`config.mk`:
```
export PLATFORM = sky130hd
export DESIGN_NAME = sw_digit_capture
export DESIGN_NICKNAME = d
export VERILOG_FILES = /design/src/rtl/sw_digit_capture.sv
export SDC_FILE = /design/constraint.sdc
export NUM_CORES = 1
export LEC_CHECK = 0
export BUFFER_PORTS_ARGS = -buffer_cell sky130_fd_sc_hd__buf_4
export CAP_MARGIN = 25
export CORE_MARGIN = 2
export CORE_UTILIZATION = 60
export CTS_BUF_LIST = sky130_fd_sc_hd__clkbuf_4
export DETAILED_ROUTE_END_ITERATION = 10
export PLACE_DENSITY = 0.73
export SYNTH_ARGS = -nofsm -noshare
export SYNTH_HDL_FRONTEND = slang
export SYNTH_SLANG_ARGS = --single-unit
```
`constraint.sdc`:
```
create_clock -name clk -period 9.3 [get_ports clk]
set_input_delay 1.86 -clock clk [delete_from_list [all_inputs] [get_ports clk]]
set_output_delay 1.86 -clock clk [all_outputs]
set_load 0.03 [all_outputs]
```
`src/rtl/sw_digit_capture.sv`:
```
// sw_digit_capture: switch input stage for the password lock.
// Two-flop synchronises the raw switches, debounces each bit with its own counter, and then
// turns each isolated activation into a one-cycle digit event. Two or more switches that
// become active together produce a multi_err pulse instead of a digit event.
// Optional build macro SW_DEBOUNCE_BYPASS_EN removes the counters, so sw_clean follows the
// synchronised level on every edge (for fast simulation).
module sw_digit_capture #(
  parameter int unsigned N_SW            = 10,
  parameter int unsigned DEBOUNCE_CYCLES = 50000,
  parameter int unsigned CNT_W           = 16
) (
  input  logic            clk,
  input  logic            rst,
  input  logic [N_SW-1:0] sw,
  output logic [N_SW-1:0] sw_clean,
  output logic [3:0]      digit,
  output logic            digit_valid,
  output logic            multi_err,
  output logic            busy
);

  typedef enum logic {
    StIdle,
    StHeld
  } state_t;

  logic [N_SW-1:0] s1_q, s2_q;
  state_t          state_q, state_d;
  logic [3:0]      digit_d;
  logic            digit_valid_d, multi_err_d;
  logic [4:0]      ones;
  logic [3:0]      idx;

  // Two-flop synchroniser for the asynchronous switch levels
  always_ff @(posedge clk or posedge rst) begin
    if (rst) begin
      s1_q <= '0;
      s2_q <= '0;
    end else begin
      s1_q <= sw;
      s2_q <= s1_q;
    end
  end

`ifdef SW_DEBOUNCE_BYPASS_EN
  // Bypass build: clean level is simply the synchronised level
  always_ff @(posedge clk or posedge rst) begin
    if (rst) sw_clean <= '0;
    else     sw_clean <= s2_q;
  end
`else
  localparam logic [CNT_W-1:0] CntMax = CNT_W'(DEBOUNCE_CYCLES - 1);

  logic [CNT_W-1:0] cnt_q [N_SW];

  // Per-bit debounce: a new level is accepted only after DEBOUNCE_CYCLES stable samples
  always_ff @(posedge clk or posedge rst) begin
    if (rst) begin
      sw_clean <= '0;
      for (int i = 0; i < int'(N_SW); i++) cnt_q[i] <= '0;
    end else begin
      for (int i = 0; i < int'(N_SW); i++) begin
        if (s2_q[i] != sw_clean[i]) begin
          if (cnt_q[i] == CntMax) begin
            sw_clean[i] <= s2_q[i];
            cnt_q[i]    <= '0;
          end else begin
            cnt_q[i] <= cnt_q[i] + 1'b1;
          end
        end else begin
          // Any sample matching the clean level restarts the count
          cnt_q[i] <= '0;
        end
      end
    end
  end
`endif

  // Count active clean switches and find the index of the (highest) active one
  always_comb begin
    ones = '0;
    idx  = '0;
    for (int i = 0; i < int'(N_SW); i++) begin
      if (sw_clean[i]) begin
        ones = ones + 5'd1;
        idx  = 4'(i);
      end
    end
  end

  // Event FSM next state: one event per activation, nothing until full release
  always_comb begin
    state_d       = state_q;
    digit_d       = digit;
    digit_valid_d = 1'b0;
    multi_err_d   = 1'b0;
    unique case (state_q)
      StIdle: begin
        if (ones == 5'd1) begin
          digit_d       = idx;
          digit_valid_d = 1'b1;
          state_d       = StHeld;
        end else if (ones > 5'd1) begin
          multi_err_d = 1'b1;
          state_d     = StHeld;
        end
      end
      StHeld: begin
        if (ones == 5'd0) state_d = StIdle;
      end
      default: state_d = StIdle;
    endcase
  end

  // FSM state and registered event outputs
  always_ff @(posedge clk or posedge rst) begin
    if (rst) begin
      state_q     <= StIdle;
      digit       <= '0;
      digit_valid <= 1'b0;
      multi_err   <= 1'b0;
    end else begin
      state_q     <= state_d;
      digit       <= digit_d;
      digit_valid <= digit_valid_d;
      multi_err   <= multi_err_d;
    end
  end

  assign busy = (state_q == StHeld);

endmodule

```
==> results of run 1 <==
-- synth_stat cells (4+ instances only) --
cell      instances  area [sq um]
xor2_1           92           806
nor4_1            5          31.3
o21ai_0           6          30.0
nand4_1          23           144
mux2_4            4          60.1
and2_1            8          50.1
nor3_1           25           125
a21oi_1          13          65.1
mux2_2           13           146
nor2_1          207           777
nand2b_1         14          87.6
nand2_1          78           293
o211ai_2          4          50.1
and3_1           41           257
buf_2             4          20.0
or2_2            11          68.8
nand3_1          56           280
xnor2_1          74           648
a22oi_1           4          30.0
ha_1             20           250
nor4b_1          10          87.6
a31oi_1           4          25.0
clkbuf_1         15          56.3
dfrtp_1         197          4930
buf_6             4          45.0
inv_1            15          56.3
-- per-stage QoR --
step	setup WS, ns	cells	hold WS (ns)	total power (uW)	util [%]
floorplan	2.07	1000	0.331	931	-
global placement	3.47	1225	0.333	946	63.2
detailed placement	3.23	1225	0.335	948	63.2
CTS	3.19	1257	0.349	1340	64.6
global route	2.73	1258	0.375	1380	64.6
finish	3.18	1258	0.335	1320	64.6
-- flip-flops by register name, summed over array words and instances (netlist names) --
| name | flops |
|---|---|
| busy | 1 |
| cnt_q | 160 |
| digit | 4 |
| digit_valid | 1 |
| multi_err | 1 |
| s1_q | 10 |
| s2_q | 10 |
| sw_clean | 10 |
-- power groups by stage --
stage          clock network [uW]  registers, uW  logic (uW)
6_report                      392            881        48.5
5_1_grt                       440            883        57.5
4_1_cts                       410            881        50.5
3_5_place_dp                    0            897        50.5
3_3_place_gp                    0            897        49.3
2_1_floorplan                   0            895        36.0
-- worst max-delay path, cell delays in order, from the launching register on --
cell and delay [ns]:
dfrtp_1 0.46, inv_1 0.09, ha_1 0.48, xnor2_2 0.36, inv_1 0.17, ha_1 0.36, nand2b_1 0.18, a2111o_1 0.41
o211ai_2 0.13, or2_1 0.19, ha_1 0.27, o21ai_1 0.16, o32ai_1 0.10, and3_1 0.21, o211ai_1 0.20, o211ai_2 0.15
ha_1 0.30, mux2_2 0.30, ha_1 0.30, nand2b_1 0.12, nor2_1 0.04, and2_0 0.16, mux2_2 0.29, o221a_4 0.26
mux2_4 0.30
-- metal layers --
layer  up-vias  share of wire, %
li1       3407                 -
met1      3250                49
met2        74                47
met3        23               2.8
met4         0               1.6
met5         -                 0
-- layout make-up --
cell class,instances,area [sq um]
Antenna cell,1,2.50
Clock buffer,22,165
Clock inverter,10,60.1
Fill cell,1298,5810
Inverter,15,63.8
Multi-Input combinational cell,764,4880
Sequential cell,197,4930
Tap cell,220,275
Timing Repair Buffer,29,218
-- logic make-up after synthesis --
family | synth area share, %
muxes | 2.37
and+or+nand+nor | 23.8
adders and majority gates | 2.50
DFF | 49.3
xor gates and xnor gates | 15.7
buffers and inverters | 1.85
AOI/OAI and AO/OA | 4.42
-- path summary, 6_finish.rpt --
| check | start | endpoint | cells past startpoint |
|---|---|---|---|
| max | sw_clean[0]$_DFFE_PP0P_ | digit[1]$_DFFE_PP0P_ | 24 |
| min | s1_q[9]$_DFF_PP0_ | s2_q[9]$_DFF_PP0_ | 0 |
| max reg2reg | sw_clean[0]$_DFFE_PP0P_ | digit[1]$_DFFE_PP0P_ | 24 |
| min reg2reg | s1_q[9]$_DFF_PP0_ | s2_q[9]$_DFF_PP0_ | 0 |
| max in group asynchronous | rst | s1_q[6]$_DFF_PP0_ | 3 |
| min in group asynchronous | rst | cnt_q[89]$_DFF_PP0_ | 2 |
==> results.cfg, run 1 <==
[floorplan]
die_x_um = 133
dieArea_sq_um = 17700
io_pins = 29
dieHeight_um = 133
start_util_pct = 60.9
fp.coreArea_sq_um = 16400
rows = 47

[sta]
finalSetupTns_ns = 0
layout_min_cycle_time_ns = 6.12
max_freq_mhz = 163
worst_slew_pin_slew_ns = 0.921
clock_skew_ns = 0.0317
hold_violations = 0
setup_viol = 0
fin_crit_sh_pct = 65.8
rsz0062_at_grt = no
slew_headroom_pct = 38.6
report.final.slew_viol_count = 0

[global_route]
track_usage_pct = 20.8
busiest_layer = met2
grt.overflow.total = 0
grt_max_degree = 125
antenna_found_initial = 1
grt_util_met1_pct = 27.5
grt_pass1_wl_um = 30200
met3_usage_pct = 4.79
grt_pass1_vias = 6724
grt_use_met2_pct = 34.0

[clock_tree]
cts.clk_slew.worst_paths_ns = 0.16
clock_sinks = 197
cts_tree = done
cts_made_buffers = 17
htree_levels = 4
cts_root_buf = clkbuf_4
post-cts-setup-buffers = 0
clk_latency_ns = 0.60
ctsHoldBuffers = 0
cts_resized = 0
clock_path_buffers = 2

[pwr]
p_switching_uw = 318
powerDensity_nw_per_um2 = 125
power_frac_comb_pct = 3.7
pwr-share-clk_pct = 29.7
ir_worst_vdd_mv = 0.107
p_leak_uw = 0.00481
seqPwrFrac_pct = 66.7
intPower_uw = 1000
swShare_pct = 24.1

[final_layout]
area_growth_syn_to_layout_pct = 6.00
layout_common_cells = 207 x nor2_1, 197 x dfrtp_1, 92 x xor2_1, 78 x nand2_1, 74 x xnor2_1
stdcell_area_sq_um = 10600
drive_gt1_share_pct = 10.4
layout_commonest_cell = nor2_1
final_nets = 1056

[placement]
port_buffers = 28
place_area_sq_um = 10400
dpl.hpwl_um = 11600
gp_congestion = 0.819

[yosys]
syn-num-nets = 1032
ys.flop_type = dfrtp_1
postSynthAreaPerCell_sq_um = 9.99
synth_cell_type_count = 70
synth_seq_area_share_pct = 49.3
postSynthCellCount = 1000
ys_async_sr_fraction_pct = 100
syn-cell-area_sq_um = 9990
synth-edff-count = 0
synth_warnings = 0
ys_seq_elements = 197

[drt]
avgViaCountPerCell = 5.37
drtPass1Iterations = 4
wl_um = 17100
drt_iter0_drc = 345
antenna_left = 0
routedWlPerCell_um = 13.6
vias = 6754
drt_drc_violations_left = 0

[critical_path]
crit_path_end_kind = flip-flop
critPathKind = flip-flop to flip-flop
worst_ep_arrival_time_ns = 6.59
r2r_slack_ns = 3.18
crit_required_ns = 9.77
start_kind = flip-flop
worstPathMaxFanout = 11

[worst_hold_path]
hold_class = flip-flop to flip-flop

[status]
status = complete, no violations

[job]
cap_violations = 0
Power figures use the tool's default switching activity.
==> run 2, diff against run 1 <==
CORE_UTILIZATION = 59   (was 60)
PLACE_DENSITY = 0.75   (was 0.73)
clock period = 5.56 ns   (was 9.3 ns; I/O delays follow)
==> run 2 against run 1 <==
Sequential cell count unchanged. Global-route usage decreased by 0.42 points. Non-clock buffer count increased by 12. Setup slack got worse by 3.0 ns. Clock skew decreased by 0.011 ns. First-iteration DRC count increased by 8.4%. Clock power increased by 85%. Sequential power increased by 67%. Die area increased by 1.6%. Critical path depth unchanged. Wire length increased by 1.6%. Worst hold slack improved by 0.034 ns.
==> results.cfg, run 2 (same netlist as run 1, synthesis figures left out) <==
[critical_path]
crit_chain = inv_1 > ha_4 > xnor2_2 > inv_1 > ha_4 > nand2b_1 > a2111o_1 > o211ai_2 > or2_1 > ha_4 > o21ai_1 > o32ai_1 > and3_1 > o211ai_1 > o211ai_2 > ha_1 > mux2_4 > ha_4 > nand2b_4 > nor2_1 > and2_0 > mux2_2 > o221a_4 > mux2_4
critPathMaxStageDelay_ns = 0.43
crit_family = compound AO/OA/AOI/OAI gates
cp_slowest_cell = dfrtp_2
worst_ep_arrival_time_ns = 5.81
cpMostUsedCell = ha_4
critPathKind = flip-flop to flip-flop
r2r_slack_ns = 0.23
start_kind = flip-flop
critPathBufInv = 2
crit_required_ns = 6.04
worstPathMaxFanout = 5
crit_path_end_kind = flip-flop

[global_route]
grt.overflow.total = 0
grt_pass1_vias = 6711
grt_pass1_wl_um = 29900
track_usage_pct = 20.4
antenna_found_initial = 1
grt_max_degree = 198

[final_layout]
area_growth_syn_to_layout_pct = 8.49
post-route-util_pct = 65.4
drive_gt1_share_pct = 13.0
largest_reg_flops = 160
stdcell_area_sq_um = 10800
final_nets = 1068
largest-register = cnt_q
layout_common_cells = 207 x nor2_1, 194 x dfrtp_1, 92 x xor2_1, 78 x nand2_1, 74 x xnor2_1
layout_commonest_cell = nor2_1

[sta]
fin_crit_sh_pct = 95.9
setup_viol = 0
max_freq_mhz = 188
finalSetupTns_ns = 0
layout_min_cycle_time_ns = 5.33
slew_headroom_pct = 18.3
clock_skew_ns = 0.0207
worst_slew_pin_slew_ns = 1.23
report.final.slew_viol_count = 0
hold_violations = 0

[floorplan]
rows = 47
dieArea_sq_um = 18000
dieHeight_um = 134
start_util_pct = 60.3
die_x_um = 134
fp.coreArea_sq_um = 16600
io_pins = 29

[drt]
drt_drc_violations_left = 0
avgViaCountPerCell = 5.41
vias = 6874
antenna_left = 0
drt_iter0_drc = 374
routedWlPerCell_um = 13.7
wl_um = 17400
drtPass1Iterations = 6

[clock_tree]
ctsHoldBuffers = 0
cts_made_buffers = 17
cts_tree = done
cts_root_buf = clkbuf_4
htree_levels = 4
clock_sinks = 197
clock_path_buffers = 2
clk_latency_ns = 0.60
cts.clk_slew.worst_paths_ns = 0.16

[status]
status = complete, no violations

[worst_hold_path]
hold_class = flip-flop to flip-flop

[placement]
dpl.hpwl_um = 11700
place_area_sq_um = 10400
port_buffers = 28
gp_congestion = 0.913

[pwr]
ir_worst_vdd_mv = 0.215
total_power_uw = 2280
p_leak_uw = 0.00489
powerDensity_nw_per_um2 = 211

[job]
cap_violations = 0
run 2: changes by cell type in the layout (fill, tap and decap cells not counted), sizes merged:
cell / previous run / this run
clkbuf: 22 / 19
clkinv: 8 / 7
inv: 15 / 18
bufinv: 0 / 1
buf: 29 / 41
run 2: metrics by stage:
step                      setup WS, ns  instances  hold WS, ns
after floorplan                 0.0911       1000        0.331
after global placement           0.157       1233        0.333
after detailed placement     -0.000433       1233        0.336
after CTS                       0.0296       1267        0.372
after global routing          -0.00306       1270        0.377
final                            0.230       1270        0.369
run 2: final timing paths:
check,cells past startpoint,endpoint,startpoint
max in group asynchronous,3,sw_clean[2]$_DFFE_PP0P_,rst
max reg2reg,24,digit[3]$_DFFE_PP0P_,sw_clean[0]$_DFFE_PP0P_
min,0,s2_q[9]$_DFF_PP0_,s1_q[9]$_DFF_PP0_
min reg2reg,0,s2_q[9]$_DFF_PP0_,s1_q[9]$_DFF_PP0_
max,24,digit[3]$_DFFE_PP0P_,sw_clean[0]$_DFFE_PP0P_
min in group asynchronous,3,cnt_q[67]$_DFF_PP0_,rst
run 2: routing by layer:
layer	GRT usage, %	share of wire [%]	vias up
met5	0	0	-
met4	6.61	1.5	0
met3	5.22	3.3	24
met2	32.8	47	95
met1	27.3	48	3316
li1	-	-	3439
run 2: worst reg2reg max path: stages, from the launching register on:
cell      delay, ns
dfrtp_2        0.43
inv_1          0.12
ha_4           0.24
xnor2_2        0.15
inv_1          0.10
ha_4           0.24
nand2b_1       0.17
a2111o_1       0.39
o211ai_2       0.12
or2_1          0.23
ha_4           0.24
o21ai_1        0.15
o32ai_1        0.11
and3_1         0.20
o211ai_1       0.20
o211ai_2       0.14
ha_1           0.30
mux2_4         0.29
ha_4           0.27
nand2b_4       0.11
nor2_1         0.05
and2_0         0.16
mux2_2         0.28
o221a_4        0.26
mux2_4         0.30
run 2: area by class of cell:
cell class	instances	area (sq um)
Clock inverter	13	124
Timing Repair Buffer	41	320
Sequential cell	197	4930
Multi-Input combinational cell	764	4980
Inverter	15	60.1
Clock buffer	19	143
Fill cell	1323	5740
Antenna cell	1	2.50
Tap cell	220	275
run 2: power by group:
group / total [uW] / switching [uW] / internal [uW]
Clock: 727 / 489 / 238
Combinational: 81.5 / 56.4 / 25.1
Sequential: 1470 / 16.2 / 1460
Total: 2280 / 562 / 1720
run 2: what timing repair did:
action                                 CTS  global route
pin swaps                                0             6
setup endpoints to repair                4             7
endpoints found under the hold margin    0             0
gates resized for setup                  0            15
setup buffers                            2             2
